<file path="config.mk">
export PLATFORM = sky130hd
export DESIGN_NAME = psum_accum
export DESIGN_NICKNAME = d
export VERILOG_FILES = /design/src/rtl/psum_accum_pkg.sv /design/src/rtl/psum_sat_add.sv /design/src/rtl/psum_accum.sv
export SDC_FILE = /design/constraint.sdc
export NUM_CORES = 1
export LEC_CHECK = 0
export BUFFER_PORTS_ARGS = -buffer_cell sky130_fd_sc_hd__clkbuf_2
export CAP_MARGIN = 20
export CORE_MARGIN = 2
export CORE_UTILIZATION = 60
export DETAILED_ROUTE_END_ITERATION = 10
export GPL_TIMING_DRIVEN = 0
export HOLD_SLACK_MARGIN = 0.02
export PLACE_DENSITY = 0.87
export RECOVER_POWER = 100
export SLEW_MARGIN = 20
export SYNTH_ARGS = -nofsm -noshare
export SYNTH_HDL_FRONTEND = slang
export SYNTH_SLANG_ARGS = --single-unit
</file>
<file path="constraint.sdc">
create_clock -name clk_i -period 8.95 [get_ports clk_i]
set_input_delay 1.79 -clock clk_i [delete_from_list [all_inputs] [get_ports clk_i]]
set_output_delay 1.79 -clock clk_i [all_outputs]
set_load 0.05 [all_outputs]
</file>
<file path="src/rtl/psum_accum_pkg.sv">
// Shared accelerator constants for the PSUM path.
// PSUM_DATA_W / PSUM_ROWS_LOG2 are the same constants that size the PSUM
// buffer, so the accumulator and buffer always agree on geometry.
package psum_accum_pkg;
  localparam int PSUM_DATA_W    = 32;
  localparam int PSUM_ROWS_LOG2 = 8;
  localparam int PSUM_ROWS      = 1 << PSUM_ROWS_LOG2;

  typedef enum logic [1:0] {
    ST_IDLE  = 2'd0,
    ST_DRAIN = 2'd1,
    ST_CLEAR = 2'd2
  } psum_state_e;
endpackage

</file>
<file path="src/rtl/psum_sat_add.sv">
// Combinational signed add with optional saturation.
//   a_i, b_i : signed operands (DATA_W)
//   sum_o    : result, clamped to the signed range when SAT_EN=1, else wrapped
//   ovf_o    : 1 when the result was clamped (never set when SAT_EN=0)
module psum_sat_add #(
  parameter int DATA_W = 32,
  parameter bit SAT_EN = 1'b1
) (
  input  logic [DATA_W-1:0] a_i,
  input  logic [DATA_W-1:0] b_i,
  output logic [DATA_W-1:0] sum_o,
  output logic              ovf_o
);
  logic [DATA_W:0] wide;

  always_comb begin
    wide  = {a_i[DATA_W-1], a_i} + {b_i[DATA_W-1], b_i};
    // Overflow iff the extra sign bit disagrees with the result's sign bit.
    ovf_o = SAT_EN && (wide[DATA_W] != wide[DATA_W-1]);
    sum_o = wide[DATA_W-1:0];
    if (ovf_o)
      sum_o = wide[DATA_W] ? {1'b1, {(DATA_W-1){1'b0}}} : {1'b0, {(DATA_W-1){1'b1}}};
  end
endmodule

</file>
<file path="src/rtl/psum_accum.sv">
// Read-modify-write accumulator in front of the PSUM buffer.
// Two-stage pipe: S1 issues the buffer read (data back after negedge),
// S2 adds and writes back (buffer writes at negedge). Back-to-back ops to
// the same row forward the S2 sum into S1's "old" value. A bulk clear drains
// the pipe, then zeroes every row, one per cycle.
// Ports:
//   clk_i, rst_n          clock / async active-low reset
//   clr_start_i/clr_busy_o bulk-clear request / busy
//   in_*                  op stream (valid/ready, addr, data, first, last)
//   buf_read_*/buf_write_* PSUM buffer ports
//   out_*                 final-sum pulse for ops marked last
//   sat_flag_o            sticky saturation indicator, cleared by a clear request
module psum_accum
  import psum_accum_pkg::*;
#(
  parameter int DATA_W = PSUM_DATA_W,
  parameter int ADDR_W = PSUM_ROWS_LOG2,
  parameter bit SAT_EN = 1'b1
) (
  input  logic              clk_i,
  input  logic              rst_n,
  input  logic              clr_start_i,
  output logic              clr_busy_o,
  input  logic              in_valid_i,
  output logic              in_ready_o,
  input  logic [ADDR_W-1:0] in_addr_i,
  input  logic [DATA_W-1:0] in_data_i,
  input  logic              in_first_i,
  input  logic              in_last_i,
  output logic              buf_read_en_o,
  output logic [ADDR_W-1:0] buf_read_addr_o,
  input  logic [DATA_W-1:0] buf_read_data_i,
  output logic              buf_write_en_o,
  output logic [ADDR_W-1:0] buf_write_addr_o,
  output logic [DATA_W-1:0] buf_write_data_o,
  output logic              out_valid_o,
  output logic [ADDR_W-1:0] out_addr_o,
  output logic [DATA_W-1:0] out_data_o,
  output logic              sat_flag_o
);
  localparam int STAGES = 2;

  psum_state_e       state_q, state_d;
  logic [ADDR_W-1:0] cnt_q, cnt_d;
  logic [STAGES:1]   vld_pipe_q;
  logic [ADDR_W-1:0] s1_addr_q, s2_addr_q;
  logic [DATA_W-1:0] s1_data_q, s2_data_q, s2_old_q, old_d;
  logic              s1_first_q, s1_last_q, s2_first_q, s2_last_q;
  logic              sat_q, sat_d;
  logic              rdy_q;   // low only while in reset, so in_ready reads 0 then
  logic              accept, fwd, ovf;
  logic [DATA_W-1:0] add_a, sum;

  assign accept     = in_valid_i & in_ready_o;
  assign in_ready_o = rdy_q & (state_q == ST_IDLE) & ~clr_start_i;
  assign clr_busy_o = (state_q != ST_IDLE);

  // First op of a row ignores the stored value: add to zero.
  assign add_a = s2_first_q ? '0 : s2_old_q;

  psum_sat_add #(.DATA_W(DATA_W), .SAT_EN(SAT_EN)) u_add (
    .a_i   (add_a),
    .b_i   (s2_data_q),
    .sum_o (sum),
    .ovf_o (ovf)
  );

  // S1 read and S2 write hit the same negedge; the read would see stale data.
  assign fwd   = vld_pipe_q[1] & vld_pipe_q[2] & (s1_addr_q == s2_addr_q);
  assign old_d = fwd ? sum : buf_read_data_i;

  assign buf_read_en_o   = vld_pipe_q[1] & ~s1_first_q;
  assign buf_read_addr_o = s1_addr_q;

  always_comb begin
    buf_write_en_o   = vld_pipe_q[2];
    buf_write_addr_o = s2_addr_q;
    buf_write_data_o = sum;
    if (state_q == ST_CLEAR) begin
      buf_write_en_o   = 1'b1;
      buf_write_addr_o = cnt_q;
      buf_write_data_o = '0;
    end
  end

  assign out_valid_o = vld_pipe_q[2] & s2_last_q;
  assign out_addr_o  = s2_addr_q;
  assign out_data_o  = sum;
  assign sat_flag_o  = sat_q;

  // A saturating write-back in the same cycle as the clear request still counts.
  assign sat_d = ((clr_start_i && state_q == ST_IDLE) ? 1'b0 : sat_q) | (vld_pipe_q[2] & ovf);

  always_comb begin
    state_d = state_q;
    cnt_d   = cnt_q;
    case (state_q)
      ST_IDLE:  if (clr_start_i) state_d = ST_DRAIN;
      ST_DRAIN: if (vld_pipe_q == '0) begin
                  state_d = ST_CLEAR;
                  cnt_d   = '0;
                end
      ST_CLEAR: begin
                  cnt_d = cnt_q + 1'b1;
                  if (cnt_q == '1) state_d = ST_IDLE;
                end
      default:  state_d = ST_IDLE;
    endcase
  end

  always_ff @(posedge clk_i or negedge rst_n) begin
    if (!rst_n) begin
      state_q    <= ST_IDLE;
      cnt_q      <= '0;
      vld_pipe_q <= '0;
      s1_addr_q  <= '0;
      s1_data_q  <= '0;
      s1_first_q <= 1'b0;
      s1_last_q  <= 1'b0;
      s2_addr_q  <= '0;
      s2_data_q  <= '0;
      s2_first_q <= 1'b0;
      s2_last_q  <= 1'b0;
      s2_old_q   <= '0;
      sat_q      <= 1'b0;
      rdy_q      <= 1'b0;
    end else begin
      state_q    <= state_d;
      cnt_q      <= cnt_d;
      vld_pipe_q <= {vld_pipe_q[1], accept};
      sat_q      <= sat_d;
      rdy_q      <= 1'b1;
      if (accept) begin
        s1_addr_q  <= in_addr_i;
        s1_data_q  <= in_data_i;
        s1_first_q <= in_first_i;
        s1_last_q  <= in_last_i;
      end
      if (vld_pipe_q[1]) begin
        s2_addr_q  <= s1_addr_q;
        s2_data_q  <= s1_data_q;
        s2_first_q <= s1_first_q;
        s2_last_q  <= s1_last_q;
        s2_old_q   <= old_d;
      end
    end
  end
endmodule

</file>
==> results.yml, run 1 <==
status:
  status: "finished with violations"
  failed_checks: "max-capacitance violations, max-slew violations"
sta:
  fin_tns_setup_ns: 0
  finalCritPeriodShare_pct: 77.0
  fin_skew_ns: 0.00821
  period_needed_ns: 6.89
  worst_slack_ns: 2.06
  tightest_slew_ns: 2.63
  final_max_slew_viol_count: 48
  setup_viol: 0
  hold-worst-slack_ns: 0.469
  rsz0062_at_grt: "no"
  slew_headroom_pct: -75.6
  hold_violations: 0
  timing.fmax_mhz: 145
global_route:
  first_global_vias: 7412
  use_met1_pct: 45.1
  grt_max_degree: 84
  use_met2_pct: 53.7
  antenna_found_initial: 0
  grt_use_total_pct: 33.8
  gr-total-overflow: 0
  grt.met3_usage_pct: 7.71
  grt_pass1_wl_um: 37700
  grt_busiest_layer: "met2"
cts:
  insertion_delay_ns: 0.43
  clkSlewWorstSetupHoldPaths_ns: 0.05
  cts_buffer_depth: 2
  cts_tree: "built"
  post-cts-setup-buffer-count: 0
  root_buffer: "clkbuf_16"
  cts_resized: 0
  cts_hold_buf: 0
  numCtsBuffers: 17
  htreeDepth: 4
  clock_sinks: 130
synth:
  synth_seq_cells: 130
  syn_area_per_cell_sq_um: 8.75
  yosysUniqueCellTypes: 65
  synthArstFlopShare_pct: 100
  ys.warnings.count: 0
  syn_area_sq_mm: 0.00800
  synth-seq-area-share_pct: 40.7
  synth-main-ff-cell: "dfrtp_1"
  synth.net_count: 1026
  synth_edf_count: 0
  synthCells: 914
drt:
  vias: 7639
  drtIter0Drc: 699
  wl_per_cell_um: 18.1
  drt-pass1-iter-count: 5
  drc_errors: 0
  ant_nets: 0
  routed_wl_um: 23400
  viasPerCell: 5.90
critical_path:
  crit_type: "reg2out"
  crit_fanout: 10
  cp.required_ns: 7.16
  worstSetupStartpointType: "flip-flop"
  cp.arrival_ns: 5.10
  crit_path_end_kind: "output pin"
placed_design:
  place.port_buffers: 171
  hpwl_um: 16900
  place_congestion: 0.982
  place_ws_ns: 3.22
die:
  die_w_um: 119
  io_pins: 172
  die_area_sq_mm: 0.0143
  rows: 42
  die_h_um: 119
  start_util_pct: 60.9
  core_sq_mm: 0.0131
job:
  maxCapViolCount: 1
final_layout:
  final_cell_mix: "nand2_1, clkbuf_1, dfrtp_1"
  antennaDiodeCount: 0
  nNetsFinal: 1217
  final_common_cell: "nand2_1"
  n_fill_cell: 1067
  utilization_pct: 72.3
  area_growth_pct: 18.7
  post_route_cells_drive_above_1_share_pct: 15.9
worst_hold_path:
  hp-class: "reg2reg"
## synth_stat cells (all sizes together) (2+ instances only)
library cell / number / share of area (%)
and2: 5 / 0.39
nand3b: 2 / 0.34
o311ai: 2 / 0.22
and3: 8 / 0.63
a311oi: 2 / 0.22
a211oi: 6 / 0.56
nand2b: 7 / 0.55
a21o: 13 / 1.2
buf: 14 / 1.2
a41oi: 2 / 0.22
nand3: 7 / 0.44
or2: 5 / 0.39
o21ai: 33 / 2.1
nand2: 218 / 10
a31oi: 7 / 0.55
ha: 33 / 5.2
mux2i: 3 / 0.69
nor4: 4 / 0.31
xnor2: 20 / 2.2
or3: 2 / 0.16
nor3: 6 / 0.38
nor3b: 2 / 0.19
a22o: 2 / 0.22
o31ai: 4 / 0.38
nand4: 8 / 0.63
o221ai: 2 / 0.22
o211a: 2 / 0.25
nor2b: 37 / 2.9
a21oi: 100 / 7.5
nor2: 46 / 2.2
a21boi: 3 / 0.28
a211o: 2 / 0.33
mux2: 42 / 6.0
dfrtp: 130 / 41
clkbuf: 28 / 1.3
and4: 2 / 0.22
o21a: 6 / 0.56
inv: 37 / 1.7
o22ai: 31 / 2.4
o21bai: 4 / 0.38
o211ai: 5 / 0.47
xor2: 12 / 1.5
## through the flow
| step | std cells | instance area, sq um |
|---|---|---|
| 3_3_place_gp | 1261 | 9070 |
| 2_1_floorplan | 914 | 8000 |
| 3_5_place_dp | 1262 | 9110 |
| 4_1_cts | 1294 | 9730 |
| 6_report | 1294 | 9500 |
| 5_1_grt | 1294 | 9500 |
## sequential cells by signal, summed over array words and instances (netlist names)
register	flops
s2_old_q	32
s1_last_q	1
s1_data_q	32
s1_first_q	1
vld_pipe_q	2
rdy_q	1
sat_flag_o	1
out_addr_o	8
s2_data_q	32
buf_read_addr_o	8
s2_first_q	1
cnt_q	8
state_q	2
s2_last_q	1
## critical path, cell delays in order, from the launching register on
cell and delay [ns]:
dfrtp_1 0.43, clkbuf_1 0.48, nor2b_1 0.11, ha_1 0.37, nor2b_1 0.21, o31ai_1 0.13, a211oi_1 0.65, o211a_1 0.29
o21ai_0 0.15, mux2i_1 0.43, clkbuf_1 0.56, a21oi_1 0.20, nor2_1 0.17, clkbuf_1 0.48
## cell families after synthesis
logic type                 Yosys count  synth area share [%]
adders and majority gates           34                  5.41
other                                1                0.0469
and+or+nand+nor                    360                  20.2
DFF                                130                  40.7
xor gates and xnor gates            32                  3.74
muxes                               45                  6.65
buffers and inverters               80                  4.30
AOI/OAI and AO/OA                  232                  19.0
## final cells by class
class                      count  area [sq um]  area share (%)
buffer                        42           184            1.94
clock buffer                  24           492            5.18
clock inverter                 8           124            1.30
inverter                      38           143            1.50
multi-input combinational    704          4310            45.4
sequential                   130          3250            34.3
tap                          176           220            2.32
timing repair buffer         172           766            8.06
## path summary, 6_finish.rpt
kind / from / to / slack [ns] / cells past startpoint
worst max-delay path: s2_first_q$_DFFE_PN0P_ / buf_write_data_o[29] / 2.06 / 13
worst min-delay path: s1_data_q[12]$_DFFE_PN0P_ / s1_data_q[12]$_DFFE_PN0P_ / 0.47 / 2
worst max register to register: s2_first_q$_DFFE_PN0P_ / s2_old_q[27]$_DFFE_PN0P_ / 4.64 / 12
worst min register to register: s1_data_q[12]$_DFFE_PN0P_ / s1_data_q[12]$_DFFE_PN0P_ / 0.47 / 2
max in group asynchronous: rst_n / s2_old_q[12]$_DFFE_PN0P_ / 5.25 / 1
min in group asynchronous: rst_n / s1_data_q[29]$_DFFE_PN0P_ / 2.18 / 1
## metal layers
layer	wire, um	share of wire (%)
met5	0	0
met4	805	3.4
met3	1860	7.9
met2	11000	47
met1	9770	42
Power of run 1 is not shown: default switching activity piles up to over one toggle a cycle in this logic, so the estimate is an artifact.
==> run 2: changes to the inputs <==
--- a/config.mk
+++ b/config.mk
@@ -5,14 +5,15 @@
 export SDC_FILE = /design/constraint.sdc
 export NUM_CORES = 1
 export LEC_CHECK = 0
+export ABC_AREA = 1
 export BUFFER_PORTS_ARGS = -buffer_cell sky130_fd_sc_hd__clkbuf_2
 export CAP_MARGIN = 20
 export CORE_MARGIN = 2
-export CORE_UTILIZATION = 60
+export CORE_UTILIZATION = 51
 export DETAILED_ROUTE_END_ITERATION = 10
 export GPL_TIMING_DRIVEN = 0
 export HOLD_SLACK_MARGIN = 0.02
-export PLACE_DENSITY = 0.87
+export PLACE_DENSITY = 0.78
 export RECOVER_POWER = 100
 export SLEW_MARGIN = 20
 export SYNTH_ARGS = -nofsm -noshare
==> constraint.sdc (replaced) <==
create_clock -name clk_i -period 5.8 [get_ports clk_i]
set_input_delay 1.16 -clock clk_i [delete_from_list [all_inputs] [get_ports clk_i]]
set_output_delay 1.16 -clock clk_i [all_outputs]
set_load 0.05 [all_outputs]
==> run 2 against run 1 <==
  * The flow still finishes with violations (max-capacitance violations, max-slew violations)
  * Clock skew increased by 0.0033 ns
  * Register-to-register slack got worse by 2.5 ns
  * Routed wire length increased by 15%
  * Via count increased by 18%
==> results.yml, run 2 <==
final_layout:
  final_cell_mix: "nand2_1, nor2_1, inv_1"
  post_route_cells_drive_above_1_share_pct: 11.0
  final_common_cell: "nand2_1"
  reg_top3: "s1_data_q: 32 flops, s2_data_q: 32 flops, s2_old_q: 32 flops"
  n_fill_cell: 1620
  antennaDiodeCount: 0
  nNetsFinal: 1631
  area_growth_pct: 18.8
critical_path:
  rr_endpoint: "s2_old_q[27]$_DFFE_PN0P_"
  max_stage_delay_ns: 0.48
  crit_fanout: 10
  reg2reg_from: "s2_first_q$_DFFE_PN0P_"
  cp.arrival_ns: 4.22
  path_delay_family: "simple AND/OR/NAND/NOR gates"
  startpoint: "s2_first_q$_DFFE_PN0P_"
  crit_path_cell_trace: "clkbuf_1 -> nor2_1 -> ha_1 -> inv_1 -> fa_1 -> inv_1 -> nand2_1 -> nand2_1 -> nand3_1 -> nand2_1 -> nand2_1 -> nand2_1 -> nand2_1 -> nand3_2 -> nand2_4 -> nand2_4 -> buf_2 -> nand2_1 -> a21oi_1 -> clkbuf_1"
  cpMostUsedCell: "nand2_1"
  path_depth: 20
  cp.required_ns: 4.64
  crit_path_end_kind: "output pin"
  worstSetupStartpointType: "flip-flop"
  reg2reg_slack_ns: 2.16
  crit_type: "reg2out"
  cpMaxStageDelayCell: "clkbuf_1"
  path_buf_inv: 5
  r2r_cells: 22
  endpoint: "buf_write_data_o[3]"
die:
  die_area_sq_mm: 0.0181
  io_pins: 172
  rows: 47
  die_w_um: 134
  core_sq_mm: 0.0166
  die_h_um: 134
  start_util_pct: 52.3
cts:
  cts_hold_buf: 0
  clkSlewWorstSetupHoldPaths_ns: 0.07
  clock_sinks: 130
  cts_buffer_depth: 2
  htreeDepth: 4
  cts_tree: "built"
  numCtsBuffers: 17
  insertion_delay_ns: 0.42
  root_buffer: "clkbuf_16"
  cts_resized: 0
  post-cts-setup-buffer-count: 0
sta:
  slew_headroom_pct: -150
  finalCritPeriodShare_pct: 92.7
  fin_tns_setup_ns: 0
  rsz0062_at_grt: "no"
  hold_violations: 0
  fin_skew_ns: 0.0115
  final_max_slew_viol_count: 67
  setup_viol: 0
  timing.fmax_mhz: 186
  period_needed_ns: 5.38
  tightest_slew_ns: 3.74
synth:
  yosysMostFrequentCell: "nand2_1"
  synth-seq-area-share_pct: 37.5
  synth_top_area_share_pct: 37.5
  synth_commonest_cells: "nand2_1, nor2_1, inv_1"
  ys.warnings.count: 0
  synth.net_count: 1440
  synth_edf_count: 0
  synth-main-ff-cell: "dfrtp_1"
  synthCells: 1328
  synthArstFlopShare_pct: 100
  syn_area_per_cell_sq_um: 6.53
  ys_top_cells_by_area: "dfrtp_1, nand2_1, nor2_1"
  yosysUniqueCellTypes: 37
  syn_area_sq_mm: 0.00867
  yosys.area.top_type: "dfrtp_1"
  synth_seq_cells: 130
drt:
  wl_per_cell_um: 15.4
  ant_nets: 0
  drt-pass1-iter-count: 8
  drtIter0Drc: 784
  drc_errors: 0
  routed_wl_um: 27000
  viasPerCell: 5.13
  vias: 8985
worst_hold_path:
  hp-class: "reg2reg"
  whs_path_depth: 0
job:
  maxCapViolCount: 1
status:
  failed_checks: "max-capacitance violations, max-slew violations"
  status: "finished with violations"
global_route:
  gr-total-overflow: 0
  grt_use_total_pct: 30.3
  grt_pass1_wl_um: 42300
  first_global_vias: 8283
  grt_max_degree: 68
  antenna_found_initial: 0
placed_design:
  place_congestion: 0.925
  place.port_buffers: 171
  hpwl_um: 20500
## run 2: changes by cell type in the layout (fill, tap and decap cells not counted), sizes merged, moves of 8 or more
cell / previous run / this run
a21o: 13 / 1
a21oi: 100 / 65
and3: 8 / 0
buf: 7 / 15
clkbuf: 231 / 222
inv: 38 / 164
mux2: 42 / 0
nand2: 218 / 593
nand3: 7 / 45
nand4: 8 / 0
nor2: 46 / 161
nor2b: 37 / 0
o22ai: 31 / 5
xnor2: 20 / 8
## run 2: logic make-up (layout without fill, tap and decap cells)
group           Yosys count  in the layout  share of synthesized area [%]
other cells               1              1                         0.0433
flops                   130            130                           37.5
buf+inv                 211            414                           9.83
xor+xnor                 23             23                           2.32
simple gates            814            814                           37.8
compound gates          115            115                           7.43
fa+ha+maj                34             34                           4.99
## run 2: final cells by class
type | instances | area (sq um) | area share, %
inverter | 163 | 614 | 5.97
clock inverter | 14 | 180 | 1.75
clock buffer | 17 | 425 | 4.13
multi-input combinational | 987 | 4530 | 44.0
buffer | 48 | 235 | 2.28
sequential | 130 | 3250 | 31.6
timing repair buffer | 172 | 781 | 7.58
tap | 220 | 275 | 2.67
## run 2: per-stage QoR
step                      util, %  instance area [sq um]  hold slack [ns]  worst slack (ns)  cells
after floorplan                 -                   8670            0.349              1.37   1328
after global placement       59.1                   9800            0.355              1.15   1719
after detailed placement     59.3                   9840            0.373              1.11   1720
after CTS                    63.0                  10400            0.387             0.629   1751
after global routing         62.1                  10300            0.415             0.193   1751
final                        62.1                  10300            0.397             0.424   1751
## run 2: worst register-to-register path, cell delays in order (launching register included)
cell and delay, ns:
dfrtp_1 0.45, clkbuf_1 0.31, nor2_1 0.18, ha_1 0.19, inv_1 0.06, fa_1 0.40, inv_1 0.07, nand2_1 0.05
nand2_1 0.10, nand3_1 0.08, nand2_1 0.14, nand2_1 0.07, nand2_1 0.16, nand2_1 0.13, nand2_2 0.07, nand2_1 0.08
nand2_4 0.17, nand2_4 0.10, buf_6 0.16, a21oi_1 0.29, nand2_1 0.12, nand2_1 0.08, nand2_1 0.06
## run 2: how the worst min path moves through the flow
stage	endpoint	slack, ns	from
floorplan	vld_pipe_q[2]$_DFF_PN0_	0.35	vld_pipe_q[1]$_DFF_PN0_
global placement	vld_pipe_q[2]$_DFF_PN0_	0.36	vld_pipe_q[1]$_DFF_PN0_
global route	vld_pipe_q[2]$_DFF_PN0_	0.42	vld_pipe_q[1]$_DFF_PN0_
CTS	vld_pipe_q[2]$_DFF_PN0_	0.39	vld_pipe_q[1]$_DFF_PN0_
finish	vld_pipe_q[2]$_DFF_PN0_	0.40	vld_pipe_q[1]$_DFF_PN0_
detailed placement	vld_pipe_q[2]$_DFF_PN0_	0.37	vld_pipe_q[1]$_DFF_PN0_
## run 2: per-layer routing
layer  share of wire (%)  vias up  track usage [%]  routed length [um]
met5                   0        -                0                   0
met4                 3.5        0             12.1                 942
met3                 7.9       64             6.84                2120
met2                  45      348             47.1               12200
met1                  43     4139             41.2               11700
li1                    -     4434                -                   -
Power of run 2 is left out for the same reason.
==> run 3: changes to the inputs <==
--- a/config.mk
+++ b/config.mk
@@ -6,14 +6,17 @@
 export NUM_CORES = 1
 export LEC_CHECK = 0
 export ABC_AREA = 1
+export ABC_CLOCK_PERIOD_IN_PS = 5800
 export BUFFER_PORTS_ARGS = -buffer_cell sky130_fd_sc_hd__clkbuf_2
 export CAP_MARGIN = 20
+export CELL_PAD_IN_SITES_DETAIL_PLACEMENT = 1
+export CELL_PAD_IN_SITES_GLOBAL_PLACEMENT = 1
 export CORE_MARGIN = 2
-export CORE_UTILIZATION = 51
+export CORE_UTILIZATION = 35
 export DETAILED_ROUTE_END_ITERATION = 10
 export GPL_TIMING_DRIVEN = 0
 export HOLD_SLACK_MARGIN = 0.02
-export PLACE_DENSITY = 0.78
+export PLACE_DENSITY = 0.77
 export RECOVER_POWER = 100
 export SLEW_MARGIN = 20
 export SYNTH_ARGS = -nofsm -noshare
==> run 3 against run 2 <==
  * The flow still finishes with violations (max-capacitance violations, max-slew violations)
  * First-iteration DRC count fell by 45%
  * Final cell count is 6.0% higher
  * Clock-buffer cell count stayed put
  * Via count is 0.40% higher
  * Worst hold slack worse by 0.0069 ns
  * Routed wire length up 17%
  * Setup slack got worse by 0.041 ns
  * Fmax fell by 0.76%
  * Global-route usage fell by 5.4 points
  * Critical path type unchanged
  * Critical endpoint is now buf_write_data_o[8]
==> results.yml, run 3 (same netlist as run 2, synthesis figures left out) <==
sta:
  tightest_slew_ns: 3.21
  timing.fmax_mhz: 185
  period_needed_ns: 5.42
  slew_headroom_pct: -114
  fin_tns_setup_ns: 0
  hold_violations: 0
  rsz0062_at_grt: "no"
  final_max_slew_viol_count: 55
  fin_skew_ns: 0.0137
  finalCritPeriodShare_pct: 93.4
  setup_viol: 0
die:
  rows: 57
  die_area_sq_mm: 0.0260
  core_sq_mm: 0.0243
  die_w_um: 161
  start_util_pct: 35.6
  io_pins: 172
  die_h_um: 161
final_layout:
  n_fill_cell: 3331
  nNetsFinal: 1631
  area_growth_pct: 20.4
  final_common_cell: "nand2_1"
  post_route_cells_drive_above_1_share_pct: 12.3
  final_cell_mix: "nand2_1, nor2_1, inv_1"
  reg_top3: "s1_data_q: 32 flops, s2_data_q: 32 flops, s2_old_q: 32 flops"
  antennaDiodeCount: 0
worst_hold_path:
  holdCritStartpoint: "vld_pipe_q[1]$_DFF_PN0_"
  holdPathEnd: "vld_pipe_q[2]$_DFF_PN0_"
  hp-class: "reg2reg"
  whs_path_depth: 0
drt:
  drc_errors: 0
  viasPerCell: 4.86
  vias: 9021
  ant_nets: 0
  drtIter0Drc: 434
  routed_wl_um: 31600
  drt-pass1-iter-count: 5
  wl_per_cell_um: 17.0
cts:
  clkSlewWorstSetupHoldPaths_ns: 0.07
  cts_hold_buf: 0
  root_buffer: "clkbuf_16"
  numCtsBuffers: 17
  htreeDepth: 4
  cts_tree: "built"
  insertion_delay_ns: 0.44
  clock_sinks: 130
  cts_resized: 0
  post-cts-setup-buffer-count: 0
  cts_buffer_depth: 2
critical_path:
  path_delay_family: "simple AND/OR/NAND/NOR gates"
  cp.arrival_ns: 4.26
  rr_endpoint: "s2_old_q[29]$_DFFE_PN0P_"
  crit_type: "reg2out"
  reg2reg_slack_ns: 2.05
  crit_path_end_kind: "output pin"
  worstSetupStartpointType: "flip-flop"
  cp.required_ns: 4.64
  max_stage_delay_ns: 0.48
  reg2reg_from: "s2_first_q$_DFFE_PN0P_"
  path_buf_inv: 5
  crit_fanout: 10
  r2r_cells: 22
  cpMaxStageDelayCell: "clkbuf_1"
  cpMostUsedCell: "nand2_1"
  crit_path_cell_trace: "clkbuf_1 -> nor2_1 -> ha_1 -> inv_1 -> fa_1 -> inv_1 -> nand2_1 -> nand2_1 -> nand3_1 -> nand2_1 -> nand2_1 -> nand2_1 -> nand2_2 -> nand3_2 -> nand2_4 -> nand2_4 -> buf_2 -> nand2_1 -> a21oi_1 -> clkbuf_1"
global_route:
  grt_use_total_pct: 24.9
  first_global_vias: 9486
  antenna_found_initial: 0
  gr-total-overflow: 0
  grt_max_degree: 77
  grt_pass1_wl_um: 50400
placed_design:
  place_congestion: 0.900
  hpwl_um: 25300
  place.port_buffers: 171
status:
  status: "finished with violations"
  failed_checks: "max-capacitance violations, max-slew violations"
job:
  maxCapViolCount: 1
## run 3: cell count changes in the layout (fill, tap and decap cells not counted), moves of 2 or more
| cell | before | now |
|---|---|---|
| bufinv_16 | 3 | 0 |
| a21oi_1 | 62 | 58 |
| clkbuf_1 | 116 | 99 |
| clkinvlp_4 | 2 | 0 |
| clkinv_4 | 4 | 0 |
| a21oi_2 | 3 | 7 |
| clkbuf_2 | 89 | 107 |
| inv_8 | 0 | 7 |
| clkinv_8 | 0 | 2 |
## run 3: worst max path at each step
stage,start,to,slack [ns],depth (start not counted)
finish,s2_first_q$_DFFE_PN0P_,buf_write_data_o[8],0.38,20
global route,s2_first_q$_DFFE_PN0P_,buf_write_data_o[17],0.16,20
CTS,s2_first_q$_DFFE_PN0P_,buf_write_data_o[20],0.52,20
detailed placement,s2_first_q$_DFFE_PN0P_,buf_write_data_o[20],1.0,20
global placement,s2_first_q$_DFFE_PN0P_,buf_write_data_o[20],1.08,20
floorplan,s2_first_q$_DFFE_PN0P_,buf_write_data_o[0],1.37,19
## run 3: area by class of cell
class | instances | area [sq um] | share of cell area [%]
repair buffers | 172 | 802 | 7.68
clock inverters | 15 | 160 | 1.53
multi-input cells | 987 | 4540 | 43.5
inverters | 163 | 614 | 5.89
well taps | 324 | 405 | 3.88
clock buffers | 17 | 425 | 4.08
plain buffers | 48 | 235 | 2.25
flip-flops and latches | 130 | 3250 | 31.2
## run 3: metal layers
metal	part of all wire, %	global-route usage [%]	vias to the layer above
li1	-	-	4418
met1	45	32.6	4370
met2	48	41.7	183
met3	4.3	4.31	50
met4	2.6	8.44	0
met5	0	0	-
## run 3: metrics by stage
stage          hold WS [ns]  area [sq um]  utilization [%]  cells  worst slack [ns]
2_1_floorplan         0.349          8670                -   1328              1.37
6_report              0.390         10400             42.9   1856             0.382
4_1_cts               0.388         10600             43.4   1856             0.519
3_5_place_dp          0.365          9970             41.0   1824             0.996
3_3_place_gp          0.354          9930             40.8   1823              1.08
5_1_grt               0.414         10400             42.9   1856             0.158
Power of run 3 is left out for the same reason.
